<file path="config.mk">
export PLATFORM = sky130hd
export DESIGN_NAME = vga_pixel_timing_gen
export DESIGN_NICKNAME = d
export VERILOG_FILES = /design/src/rtl/vga_pixel_timing_gen.sv
export SDC_FILE = /design/constraint.sdc
export NUM_CORES = 1
export LEC_CHECK = 0
export ABC_AREA = 1
export BUFFER_PORTS_ARGS = -buffer_cell sky130_fd_sc_hd__clkbuf_2
export CORE_MARGIN = 3
export CORE_UTILIZATION = 60
export CTS_BUF_LIST = sky130_fd_sc_hd__clkbuf_4 sky130_fd_sc_hd__clkbuf_8
export DETAILED_ROUTE_END_ITERATION = 12
export PLACE_DENSITY_LB_ADDON = 0.15
export SLEW_MARGIN = 20
export SYNTH_ARGS = -nofsm -noshare
export SYNTH_HDL_FRONTEND = slang
export SYNTH_SLANG_ARGS = --single-unit
export TNS_END_PERCENT = 100
</file>
<file path="constraint.sdc">
create_clock -name iCLK -period 2.1 [get_ports iCLK]
set_input_delay 0.525 -clock iCLK [delete_from_list [all_inputs] [get_ports iCLK]]
set_output_delay 0.525 -clock iCLK [all_outputs]
set_load 0.02 [all_outputs]
</file>
<file path="src/rtl/vga_pixel_timing_gen.sv">
// VGA raster generator and frame-FIFO reader with position, sync and blank aligned to each pixel.
// Optional build macro: VGA_TIMING_TEST_PATTERN_EN adds an internal colour-bar source.
module vga_pixel_timing_gen #(
   parameter int H_ACTIVE = 640,
   parameter int H_FRONT  = 16,
   parameter int H_SYNC   = 96,
   parameter int H_BACK   = 48,
   parameter int V_ACTIVE = 480,
   parameter int V_FRONT  = 10,
   parameter int V_SYNC   = 2,
   parameter int V_BACK   = 33
) (
   input  logic        iCLK,
   input  logic        iRST_N,
   input  logic        iEN,
   input  logic        iFIFO_EMPTY,
   input  logic [9:0]  iRED,
   input  logic [9:0]  iGREEN,
   input  logic [9:0]  iBLUE,
   input  logic        iPATTERN_SEL,
   output logic        oREQUEST,
   output logic [12:0] oX_POS,
   output logic [12:0] oY_POS,
   output logic [9:0]  oRED,
   output logic [9:0]  oGREEN,
   output logic [9:0]  oBLUE,
   output logic        oH_SYNC,
   output logic        oV_SYNC,
   output logic        oBLANK_N,
   output logic        oFRAME_START,
   output logic        oUNDERFLOW
);

   localparam logic [12:0] H_LAST   = 13'(H_ACTIVE + H_FRONT + H_SYNC + H_BACK - 1);
   localparam logic [12:0] V_LAST   = 13'(V_ACTIVE + V_FRONT + V_SYNC + V_BACK - 1);
   localparam logic [12:0] H_ACT    = 13'(H_ACTIVE);
   localparam logic [12:0] V_ACT    = 13'(V_ACTIVE);
   localparam logic [12:0] HS_START = 13'(H_ACTIVE + H_FRONT);
   localparam logic [12:0] HS_END   = 13'(H_ACTIVE + H_FRONT + H_SYNC);
   localparam logic [12:0] VS_START = 13'(V_ACTIVE + V_FRONT);
   localparam logic [12:0] VS_END   = 13'(V_ACTIVE + V_FRONT + V_SYNC);

   typedef enum logic {IDLE, RUN} state_t;

   state_t      state_q;
   logic [12:0] h_cnt_q, v_cnt_q;

   logic run_d, active_d, hs_n_d, vs_n_d, fs_d, uf_d, frame_wrap_d, pat_mode;

   logic [12:0] x1_q, y1_q;
   logic        hs1_q, vs1_q, blank1_q, fs1_q, grant1_q, uf1_q;
   logic [9:0]  red_d, green_d, blue_d;

   always_ff @(posedge iCLK) begin
      if (!iRST_N) begin
         state_q <= IDLE;
         h_cnt_q <= '0;
         v_cnt_q <= '0;
      end else begin
         case (state_q)
            IDLE: if (iEN) state_q <= RUN;
            RUN: begin
               if (h_cnt_q == H_LAST) begin
                  h_cnt_q <= '0;
                  if (v_cnt_q == V_LAST) begin
                     v_cnt_q <= '0;
                     // iEN only matters here, so a running frame always completes
                     if (!iEN) state_q <= IDLE;
                  end else begin
                     v_cnt_q <= v_cnt_q + 13'd1;
                  end
               end else begin
                  h_cnt_q <= h_cnt_q + 13'd1;
               end
            end
            default: state_q <= IDLE;
         endcase
      end
   end

   assign run_d        = (state_q == RUN);
   assign active_d     = run_d && (h_cnt_q < H_ACT) && (v_cnt_q < V_ACT);
   assign hs_n_d       = !(run_d && (h_cnt_q >= HS_START) && (h_cnt_q < HS_END));
   assign vs_n_d       = !(run_d && (v_cnt_q >= VS_START) && (v_cnt_q < VS_END));
   assign fs_d         = run_d && (h_cnt_q == '0) && (v_cnt_q == '0);
   assign frame_wrap_d = ((state_q == IDLE) && iEN) ||
                         (run_d && (h_cnt_q == H_LAST) && (v_cnt_q == V_LAST));
   assign oREQUEST     = active_d && !iFIFO_EMPTY && !pat_mode;
   assign uf_d         = active_d && iFIFO_EMPTY && !pat_mode;

`ifdef VGA_TIMING_TEST_PATTERN_EN
   localparam logic [12:0] BAR_W = 13'(H_ACTIVE / 8);

   logic       pat_q, pat1_q;
   logic [2:0] bar1_q;

   // Mode is latched for a whole frame so a frame never mixes sources
   always_ff @(posedge iCLK) begin
      if (!iRST_N)           pat_q <= 1'b0;
      else if (frame_wrap_d) pat_q <= iPATTERN_SEL;
   end

   always_ff @(posedge iCLK) begin
      if (!iRST_N) begin
         pat1_q <= 1'b0;
         bar1_q <= '0;
      end else begin
         pat1_q <= pat_q;
         bar1_q <= 3'(h_cnt_q / BAR_W);
      end
   end

   assign pat_mode = pat_q;
`else
   logic unused_pattern_sel;
   assign unused_pattern_sel = iPATTERN_SEL ^ frame_wrap_d;
   assign pat_mode = 1'b0;
`endif

   always_ff @(posedge iCLK) begin
      if (!iRST_N) begin
         x1_q     <= '0;
         y1_q     <= '0;
         hs1_q    <= 1'b1;
         vs1_q    <= 1'b1;
         blank1_q <= 1'b0;
         fs1_q    <= 1'b0;
         grant1_q <= 1'b0;
         uf1_q    <= 1'b0;
      end else begin
         x1_q     <= h_cnt_q;
         y1_q     <= v_cnt_q;
         hs1_q    <= hs_n_d;
         vs1_q    <= vs_n_d;
         blank1_q <= active_d;
         fs1_q    <= fs_d;
         grant1_q <= oREQUEST;
         uf1_q    <= uf_d;
      end
   end

   always_comb begin
      red_d   = '0;
      green_d = '0;
      blue_d  = '0;
      if (grant1_q) begin
         red_d   = iRED;
         green_d = iGREEN;
         blue_d  = iBLUE;
      end
`ifdef VGA_TIMING_TEST_PATTERN_EN
      // Bar order white..black maps to R=~b[1], G=~b[2], B=~b[0]
      if (blank1_q && pat1_q) begin
         red_d   = {10{~bar1_q[1]}};
         green_d = {10{~bar1_q[2]}};
         blue_d  = {10{~bar1_q[0]}};
      end
`endif
   end

   always_ff @(posedge iCLK) begin
      if (!iRST_N) begin
         oX_POS       <= '0;
         oY_POS       <= '0;
         oRED         <= '0;
         oGREEN       <= '0;
         oBLUE        <= '0;
         oH_SYNC      <= 1'b1;
         oV_SYNC      <= 1'b1;
         oBLANK_N     <= 1'b0;
         oFRAME_START <= 1'b0;
         oUNDERFLOW   <= 1'b0;
      end else begin
         oX_POS       <= x1_q;
         oY_POS       <= y1_q;
         oRED         <= red_d;
         oGREEN       <= green_d;
         oBLUE        <= blue_d;
         oH_SYNC      <= hs1_q;
         oV_SYNC      <= vs1_q;
         oBLANK_N     <= blank1_q;
         oFRAME_START <= fs1_q;
         oUNDERFLOW   <= oUNDERFLOW | uf1_q;
      end
   end

endmodule

</file>
==> results of run 1 <==
==> per-stage QoR <==
stage	instances	total power, uW	utilization	area [um2]	hold slack (ns)
final	771	4560	0.772	5300	0.290
after global routing	771	4730	0.772	5300	0.268
after CTS	771	4600	0.768	5280	0.265
after detailed placement	738	2520	0.706	4850	0.397
after global placement	738	2520	0.706	4850	0.393
after floorplan	562	2450	-	4320	0.390
==> layer usage <==
metal,routed length (um),global-route usage,share of wire
met5,0,0,0
met1,3890,0.274,0.45
met2,3910,0.353,0.46
met4,108,0.0842,0.013
met3,663,0.0733,0.077
==> cell usage after synthesis, types with 2 or more instances <==
cell | count | share of area
buf_1 | 3 | 0.0026
or2_2 | 2 | 0.0029
buf_4 | 2 | 0.0035
nand3_1 | 20 | 0.023
nand4_1 | 7 | 0.010
nor2_1 | 86 | 0.075
o21ai_0 | 2 | 0.0023
ha_1 | 4 | 0.012
dfxtp_1 | 120 | 0.56
xor2_1 | 7 | 0.014
xnor2_1 | 4 | 0.0081
buf_2 | 8 | 0.0093
nor4_1 | 2 | 0.0029
inv_2 | 3 | 0.0026
clkbuf_1 | 6 | 0.0052
nand2_1 | 134 | 0.12
inv_1 | 116 | 0.10
nor3b_1 | 2 | 0.0035
nor2_4 | 2 | 0.0052
a21oi_1 | 14 | 0.016
nor3_1 | 4 | 0.0046
nor2_2 | 6 | 0.0087
==> timing repair <==
action                     in CTS  in global routing
pin swaps                       1                  2
hold endpoints to repair        0                  0
setup buffers                   1                  0
resized for setup               4                 12
setup endpoints to repair       1                  1
==> layout make-up <==
| cell class | count | share of cell area |
|---|---|---|
| clock buffer | 18 | 0.0467 |
| clock inverter | 14 | 0.0309 |
| inverter | 120 | 0.0849 |
| multi-input combinational | 302 | 0.261 |
| sequential | 120 | 0.455 |
| tap | 96 | 0.0227 |
| timing repair buffer | 101 | 0.0986 |
==> critical path, stage by stage, from the launching register on <==
cell	delay, ns
dfxtp_1	0.38
inv_1	0.11
nand3_2	0.09
nor2_2	0.14
nand3_2	0.08
nor2_1	0.09
buf_4	0.14
==> path summary, 6_finish.rpt <==
check	start	to	slack, ns	cells after the start
worst max-delay path	v_cnt_q[12]	oREQUEST	0.11	6
worst min-delay path	iGREEN[3]	oGREEN[3]	0.29	3
worst max register to register	h_cnt_q[0]	v_cnt_q[8]	0.34	7
worst min register to register	x1_q[10]	oX_POS[10]	0.41	2
==> power groups by stage <==
stage | clock network (uW) | registers [uW] | logic [uW]
finish | 2090 | 2310 | 160
CTS | 2130 | 2310 | 160
detailed placement | 0 | 2360 | 158
floorplan | 0 | 2380 | 73.9
global placement | 0 | 2360 | 156
global route | 2240 | 2310 | 179
==> sequential cells by signal, indices dropped and copies added, names as in the netlist <==
| signal | count |
|---|---|
| uf1_q | 1 |
| hs1_q | 1 |
| y1_q | 13 |
| oX_POS | 13 |
| oH_SYNC | 1 |
| oRED | 10 |
| oV_SYNC | 1 |
| blank1_q | 1 |
| oY_POS | 13 |
| oFRAME_START | 1 |
| vs1_q | 1 |
| oUNDERFLOW | 1 |
| fs1_q | 1 |
| v_cnt_q | 13 |
| oBLANK_N | 1 |
| x1_q | 13 |
| grant1_q | 1 |
| h_cnt_q | 13 |
| run_d | 1 |
| oBLUE | 10 |
| oGREEN | 10 |
==> cell families (layout without fill, tap and decap cells) <==
logic type,Yosys count,in the layout,synth area share
flops,120,120,0.557
buf+inv,140,253,0.128
fa+ha+maj,4,4,0.0116
simple gates,268,268,0.258
compound gates,19,19,0.0241
xor+xnor,11,11,0.0223
==> impl_results.md, run 1 <==
- Top_reg_cell synth: dfxtp_1
- # Max-Cap Violations: 0
- Overflow after GRT: 0
- Core box area: 0.00687 mm2
- Clock skew: 0.00811 ns
- GP Congestion: 0.851
- Clk_lat worst skew: 0.42 ns
- Vias: 3,499
- Critical path class: register to primary output
- Vias in the first global route: 3,270
- Final Setup Violations: 0
- Reg power frac: 0.507
- Largest net degree at the start of global routing: 31
- Syn_nets: 601
- Mapped cell area: 0.00432 mm2
- Final period utilization: 0.949
- Clk slew on worst S/H paths: 0.08 ns
- Startpoint Class: register
- Fillers: 521
- Switch Pwr: 1080 uW
- Internal power: 3480 uW
- Final antenna diode count: 0
- Synth warnings: 0
- HP Class: input pin to register
- Synth Register Bits: 120
- Rows: 30
- Die H: 90.8 um
- Clock power frac: 0.458
- Boundary Pins: 97
- Crit path time final: 1.99 ns
- Post-DRT Antenna Nets: 0
- Layout area overhead: 22.9%
- # nets final: 701
- First-pass GRT wire length: 14,600 um
- 1st-pass router iterations: 5
- Setup TNS: 0 ns
- Final hold viol count: 0
- Initial Utilization: 0.628
- Total GRT Usage: 0.220
- Post-synth EDFFs: 0
- CP max FO: 6
- Die Wd: 90.8 um
- Initial DRC Count: 142
- Ys async rst share: 0
- Setup crit end kind: primary output
- Die area: 0.00825 mm2
- CTS max path bufs: 2
- Detailed placement HPWL: 6120 um
- Final setup margin: 0.106 ns
- Layout cell share with drive strength beyond 1: 0.237
- I/O Buffers: 95
- Switching Fraction: 0.238
- Max-slew headroom: 0.747
- Max IR drop VDD: 0.481 mV
- H-Tree Depth: 4
- DR WL/cell: 11.1 um
- Clock sinks: 120
- CTS root buf: clkbuf_8
- Comb pwr share: 0.035
- Mean Syn Cell Area: 7.68 um2
- Most frequent cells in the layout: 133 x nand2_1, 115 x inv_1, 114 x dfxtp_1
- Sequential area share after synthesis: 0.557
- # DRC: 0
- Status: finished, final reports clean
- Vias per cell: 4.54
- Post-Route WL: 8560 um
- Req. time, crit path: 1.57 ns
- Synthesized instance count: 562
- PwrDens: 860 mW/mm2
- Worst-margin pin slew: 0.380 ns
- Final Slew Violations: 0
- CP arrival: 1.47 ns
- CTS buffer count: 17
- Pre-CTS setup slack: 0.291 ns
- Reg area: 0.00241 mm2
- Commonest non-fill, non-tap cell in the layout: nand2_1
- CTS tree: done
- P_leak: 0.00292 uW
- RSZ-0062 raised after global routing: false
- Multi-input gate area: 0.00139 mm2
- Fmax: 0.502 GHz
- Number of hold buffers added after cts: 0
- Initial antenna violation count: 0
- Cell variety after synth: 30
Note: power is estimated with default switching activity, not from simulation.
==> run 2: changes to the inputs <==
Settings changed: CELL_PAD_IN_SITES_DETAIL_PLACEMENT from default to 0, CELL_PAD_IN_SITES_GLOBAL_PLACEMENT from default to 1, CORE_UTILIZATION 60 to 43, SLEW_MARGIN 20 to 40.
==> impl_results.md, run 2 (synthesis results as in run 1) <==
- Status: finished, final reports clean (unchanged)
- Final Slew Violations: 0 (unchanged)
- Max-slew headroom: 0.696 (was 0.747)
- Commonest non-fill, non-tap cell in the layout: nand2_1 (unchanged)
- Flop2flop setup slack: 0.30 ns (was 0.34 ns)
- Fillers: 933 (was 521)
- Final Setup Violations: 0 (unchanged)
- Initial DRC Count: 183 (was 142)
- Worst R2R Path Depth: 7 (unchanged)
- Clk slew on worst S/H paths: 0.08 ns (about the same)
- Post-Route WL: 8890 um (was 8560 um)
- Clk_lat worst skew: 0.42 ns (about the same)
- Switch Pwr: 1100 uW (was 1080 uW)
- Worst r2r src: h_cnt_q[0] (unchanged)
- H-Tree Depth: 4 (unchanged)
- Vias: 3,458 (was 3,499)
- Switching Fraction: 0.235 (was 0.238)
- Detailed placement HPWL: 6340 um (was 6120 um)
- Placed insts: 773 (was 738)
- Max IR drop VDD: 0.399 mV (was 0.481 mV)
- Delay of the slowest critical-path stage: 0.37 ns (was 0.38 ns)
- Hold path cells: 3 (unchanged)
- Final setup margin: 0.124 ns (was 0.106 ns)
- Overflow after GRT: 0 (unchanged)
- CTS buffer count: 17 (unchanged)
- HP Class: input pin to register (unchanged)
- Clock power frac: 0.472 (was 0.458)
- CTS max path bufs: 2 (unchanged)
- Final hold viol count: 0 (unchanged)
- CTS tree: done (unchanged)
- First-pass GRT wire length: 15,000 um (was 14,600 um)
- Setup TNS: 0 ns (unchanged)
- DR WL/cell: 11.0 um (was 11.1 um)
- Layout cell share with drive strength beyond 1: 0.245 (was 0.237)
- # nets final: 703 (was 701)
- Post-route insts no fill: 806 (was 771)
- Startpoint Class: register (unchanged)
- Initial antenna violation count: 0 (unchanged)
- CTS root buf: clkbuf_8 (unchanged)
- Hold Worst Slack: 0.288 ns (was 0.290 ns)
- Post-DRT Antenna Nets: 0 (unchanged)
- Pre-CTS setup slack: 0.259 ns (was 0.291 ns)
- Final period utilization: 0.941 (was 0.949)
- 1st-pass router iterations: 6 (was 5)
- Initial Utilization: 0.454 (was 0.628)
- Hold Crit Start: iGREEN[3] (unchanged)
- CP bufs+invs: 1 (was 2)
- Slowest CP cell: dfxtp_2 (was dfxtp_1)
- Critical path, cell by cell: nor2_4, nand3_2, nor2_2, nand3_1, nor2_1, buf_4 (was inv_1, nand3_2, nor2_2, nand3_2, nor2_1, buf_4)
- Clock skew: 0.0125 ns (was 0.00811 ns)
- Multi-input gate area: 0.00138 mm2 (was 0.00139 mm2)
- CP arrival: 1.45 ns (was 1.47 ns)
- Rows: 35 (was 30)
- Total GRT Usage: 0.167 (was 0.220)
- Boundary Pins: 97 (unchanged)
- # Max-Cap Violations: 0 (unchanged)
- P_leak: 0.00295 uW (was 0.00292 uW)
- RSZ-0062 raised after global routing: false (unchanged)
- Fmax: 0.506 GHz (was 0.502 GHz)
- Req. time, crit path: 1.57 ns (about the same)
- Worst-margin pin slew: 0.453 ns (was 0.380 ns)
- Setup crit end kind: primary output (unchanged)
- Die area: 0.0113 mm2 (was 0.00825 mm2)
- Crit path time final: 1.98 ns (was 1.99 ns)
- Reg2reg end: v_cnt_q[4] (was v_cnt_q[8])
- CP max FO: 7 (was 6)
- Core box area: 0.00950 mm2 (was 0.00687 mm2)
- # DRC: 0 (unchanged)
- Vias in the first global route: 3,123 (was 3,270)
- Critical path class: register to primary output (unchanged)
- Die Wd: 106 um (was 90.8 um)
- Clock sinks: 120 (unchanged)
- GP Congestion: 0.824 (was 0.851)
- PwrDens: 870 mW/mm2 (was 860 mW/mm2)
- Vias per cell: 4.29 (was 4.54)
- Reg power frac: 0.493 (was 0.507)
- Final antenna diode count: 0 (unchanged)
- Die H: 106 um (was 90.8 um)
- CP delay by family, top: simple AND/OR/NAND/NOR gates (unchanged)
- Reg area: 0.00242 mm2 (was 0.00241 mm2)
- Most frequent cells in the layout: 134 x nand2_1, 115 x inv_1, 109 x dfxtp_1 (was 133 x nand2_1, 115 x inv_1, 114 x dfxtp_1)
- Internal power: 3590 uW (was 3480 uW)
- I/O Buffers: 95 (unchanged)
- Comb pwr share: 0.035 (about the same)
- Layout area overhead: 24.9% (was 22.9%)
- Hold path endpoint: oGREEN[3] (unchanged)
- Largest net degree at the start of global routing: 41 (was 31)
run 2: cell types whose count changed in the layout (fill, tap and decap cells not counted), sizes merged:
cell / before / now
bufinv: 2 / 3
clkinvlp: 3 / 1
buf: 7 / 9
clkinv: 4 / 5
run 2: cell type report:
type,instances,share of cell area
Clock buffer,18,0.0448
Clock inverter,14,0.0353
Inverter,120,0.0836
Multi-Input combinational cell,302,0.256
Sequential cell,120,0.448
Tap cell,129,0.0299
Timing Repair Buffer,103,0.102
run 2: worst min-delay path: stages:
cell and delay, ns:
clkbuf_2 0.08, inv_1 0.04, nor2_1 0.03
run 2: power by group through the flow:
| stage | sequential [uW] | clock, uW | combinational [uW] |
|---|---|---|---|
| floorplan | 2380 | 0 | 73.9 |
| global placement | 2360 | 0 | 163 |
| detailed placement | 2360 | 0 | 164 |
| CTS | 2310 | 2280 | 165 |
| global route | 2310 | 2400 | 184 |
| finish | 2310 | 2220 | 164 |
run 2: worst max-delay path by stage:
stage,endpoint,depth (start not counted),startpoint,slack [ns]
6_report,oREQUEST,6,v_cnt_q[10],0.12
5_1_grt,oREQUEST,6,v_cnt_q[11],0.01
4_1_cts,oREQUEST,6,v_cnt_q[9],0.01
3_5_place_dp,oREQUEST,6,v_cnt_q[10],0.26
3_3_place_gp,oREQUEST,6,v_cnt_q[10],0.28
2_1_floorplan,oREQUEST,5,v_cnt_q[10],0.46
run 2: per-stage QoR:
| stage | utilization | area (um2) | total power, uW |
|---|---|---|---|
| 2_1_floorplan | - | 4320 | 2450 |
| 3_3_place_gp | 0.517 | 4920 | 2530 |
| 3_5_place_dp | 0.517 | 4920 | 2530 |
| 4_1_cts | 0.564 | 5360 | 4750 |
| 5_1_grt | 0.567 | 5390 | 4900 |
| 6_report | 0.567 | 5390 | 4690 |
run 2: repair_timing:
item                                    CTS  global route
buffers inserted                          1             0
pin swaps                                 1             1
hold buffers                              0             0
gates resized for setup                   4            15
gates cloned                              0             0
endpoints found under the setup margin    1             1
run 2: per-layer routing:
layer,vias to the layer above,global-route usage,share of wire
met3,8,0.0528,0.069
li1,1846,-,-
met2,111,0.249,0.43
met4,0,0.0611,0.0082
met5,-,0,0
met1,1493,0.228,0.49
==> run 3: changes to the inputs <==
Settings changed: CORE_UTILIZATION 43 to 41, CTS_BUF_LIST sky130_fd_sc_hd__clkbuf_4 sky130_fd_sc_hd__clkbuf_8 to sky130_fd_sc_hd__clkbuf_16.
==> impl_results.md, run 3 (synthesis results as in run 1) <==
- Status: finished, final reports clean (unchanged)
- Vias in the first global route: 3,300 (was 3,123)
- Post-Route WL: 8810 um (was 8890 um)
- PwrDens: 929 mW/mm2 (was 870 mW/mm2)
- Setup crit end kind: primary output (unchanged)
- Delay of the slowest critical-path stage: 0.35 ns (was 0.37 ns)
- # Max-Cap Violations: 0 (unchanged)
- Fmax: 0.502 GHz (was 0.506 GHz)
- Critical path, cell by cell: nor2_4, nand3_2, nor2_2, nand3_1, nor2_1, buf_4 (unchanged)
- Commonest non-fill, non-tap cell in the layout: nand2_1 (unchanged)
- P_leak: 0.00305 uW (was 0.00295 uW)
- CP arrival: 1.47 ns (was 1.45 ns)
- Overflow after GRT: 0 (unchanged)
- Final Slew Violations: 0 (unchanged)
- CP bufs+invs: 1 (unchanged)
- DR WL/cell: 10.8 um (was 11.0 um)
- Max-slew headroom: 0.749 (was 0.696)
- CTS max path bufs: 2 (unchanged)
- Layout cell share with drive strength beyond 1: 0.246 (was 0.245)
- Met2 Wirelength: 3860 um (was 3810 um)
- Placed insts: 780 (was 773)
- Initial DRC Count: 194 (was 183)
- Initial Utilization: 0.432 (was 0.454)
- Fillers: 974 (was 933)
- Most frequent cells in the layout: 133 x nand2_1, 116 x inv_1, 113 x dfxtp_1 (was 134 x nand2_1, 115 x inv_1, 109 x dfxtp_1)
- 1st-pass router iterations: 6 (unchanged)
- Crit path time final: 1.99 ns (was 1.98 ns)
- Core box area: 0.0100 mm2 (was 0.00950 mm2)
- Largest net degree at the start of global routing: 31 (was 41)
- Max IR drop VDD: 0.421 mV (was 0.399 mV)
- Clock sinks: 120 (unchanged)
- Final antenna diode count: 0 (unchanged)
- Max Used Layer: met4 (unchanged)
- Die area: 0.0118 mm2 (was 0.0113 mm2)
- Initial antenna violation count: 0 (unchanged)
- Req. time, crit path: 1.57 ns (about the same)
- Slowest CP cell: dfxtp_2 (unchanged)
- Met3 Wirelength: 688 um (was 617 um)
- Post-DRT Antenna Nets: 0 (unchanged)
- Clock skew: 0.00612 ns (was 0.0125 ns)
- H-Tree Depth: 4 (unchanged)
- Setup TNS: 0 ns (unchanged)
- GP Congestion: 0.800 (was 0.824)
- CTS tree: done (unchanged)
- Detailed placement HPWL: 6520 um (was 6340 um)
- Critical path class: register to primary output (unchanged)
- Post-route insts no fill: 817 (was 806)
- Rows: 36 (was 35)
- Die Wd: 109 um (was 106 um)
- CP max FO: 6 (was 7)
- WL met1: 4140 um (was 4390 um)
- Reg area: 0.00241 mm2 (was 0.00242 mm2)
- Clk_lat worst skew: 0.40 ns (was 0.42 ns)
- CTS root buf: clkbuf_16 (was clkbuf_8)
- Multi-input gate area: 0.00139 mm2 (was 0.00138 mm2)
- Layout area overhead: 29.1% (was 24.9%)
- Final period utilization: 0.948 (was 0.941)
- # DRC: 0 (unchanged)
- Hold Worst Slack: 0.317 ns (was 0.288 ns)
- Die H: 109 um (was 106 um)
- Vias per cell: 4.30 (was 4.29)
- HP Class: input pin to register (unchanged)
- RSZ-0062 raised after global routing: false (unchanged)
- I/O Buffers: 95 (unchanged)
- Vias: 3,513 (was 3,458)
- Startpoint Class: register (unchanged)
- CTS buffer count: 17 (unchanged)
- Clk slew on worst S/H paths: 0.05 ns (was 0.08 ns)
- Worst-margin pin slew: 0.376 ns (was 0.453 ns)
- CP delay by family, top: simple AND/OR/NAND/NOR gates (unchanged)
- Total GRT Usage: 0.164 (was 0.167)
- Final hold viol count: 0 (unchanged)
- Final Setup Violations: 0 (unchanged)
- # nets final: 710 (was 703)
- Boundary Pins: 97 (unchanged)
- First-pass GRT wire length: 15,000 um (about the same)
[run 3: final timing paths]
check	slack, ns	from	depth (start not counted)	endpoint
worst max-delay path	0.11	v_cnt_q[11]	6	oREQUEST
worst min-delay path	0.32	iBLUE[6]	3	oBLUE[6]
worst max register to register	0.36	h_cnt_q[0]	7	v_cnt_q[3]
worst min register to register	0.41	y1_q[10]	2	oY_POS[10]
[run 3: routing by layer]
layer  track usage  vias to the layer above
met3        0.0555                       15
met5             0                        -
met4        0.0595                        0
met1         0.206                     1531
li1              -                     1857
met2         0.259                      110
[run 3: metrics by stage]
stage	total power, uW	cell area, um2	setup WS, ns	utilization
floorplan	2450	4320	0.457	-
global placement	2530	4930	0.276	0.493
finish	5170	5570	0.110	0.557
global route	5370	5570	0.0179	0.557
detailed placement	2530	4930	0.249	0.493
CTS	5240	5540	0.000613	0.554
[run 3: layout make-up]
cell class / count / share of cell area
well taps: 133 / 0.0299
inverters: 120 / 0.0809
flip-flops and latches: 120 / 0.433
multi-input cells: 302 / 0.249
clock buffers: 17 / 0.0764
repair buffers: 110 / 0.106
clock inverters: 15 / 0.0247
[run 3: power by group]
part	total [uW]	internal, uW	leakage (uW)	switching, uW
Sequential	2320	2310	0.000973	11.2
Clock	2690	1720	0.000278	972
Combinational	164	63.7	0.00180	100
Total	5170	4090	0.00305	1080
[run 3: worst reg2reg max path: cells and delay by family, from the launching register on]
family	cells	cell delay [ns]
fa+ha+maj	1	0.20
compound gates	1	0.13
buf+inv	1	0.27
simple gates	4	0.68
flops	1	0.40
[run 3: timing repair]
action / CTS / global route
setup endpoints to repair: 1 / 1
gates resized for setup: 5 / 12
hold buffers: 0 / 0
buffers inserted: 5 / 0
pin swaps: 2 / 0
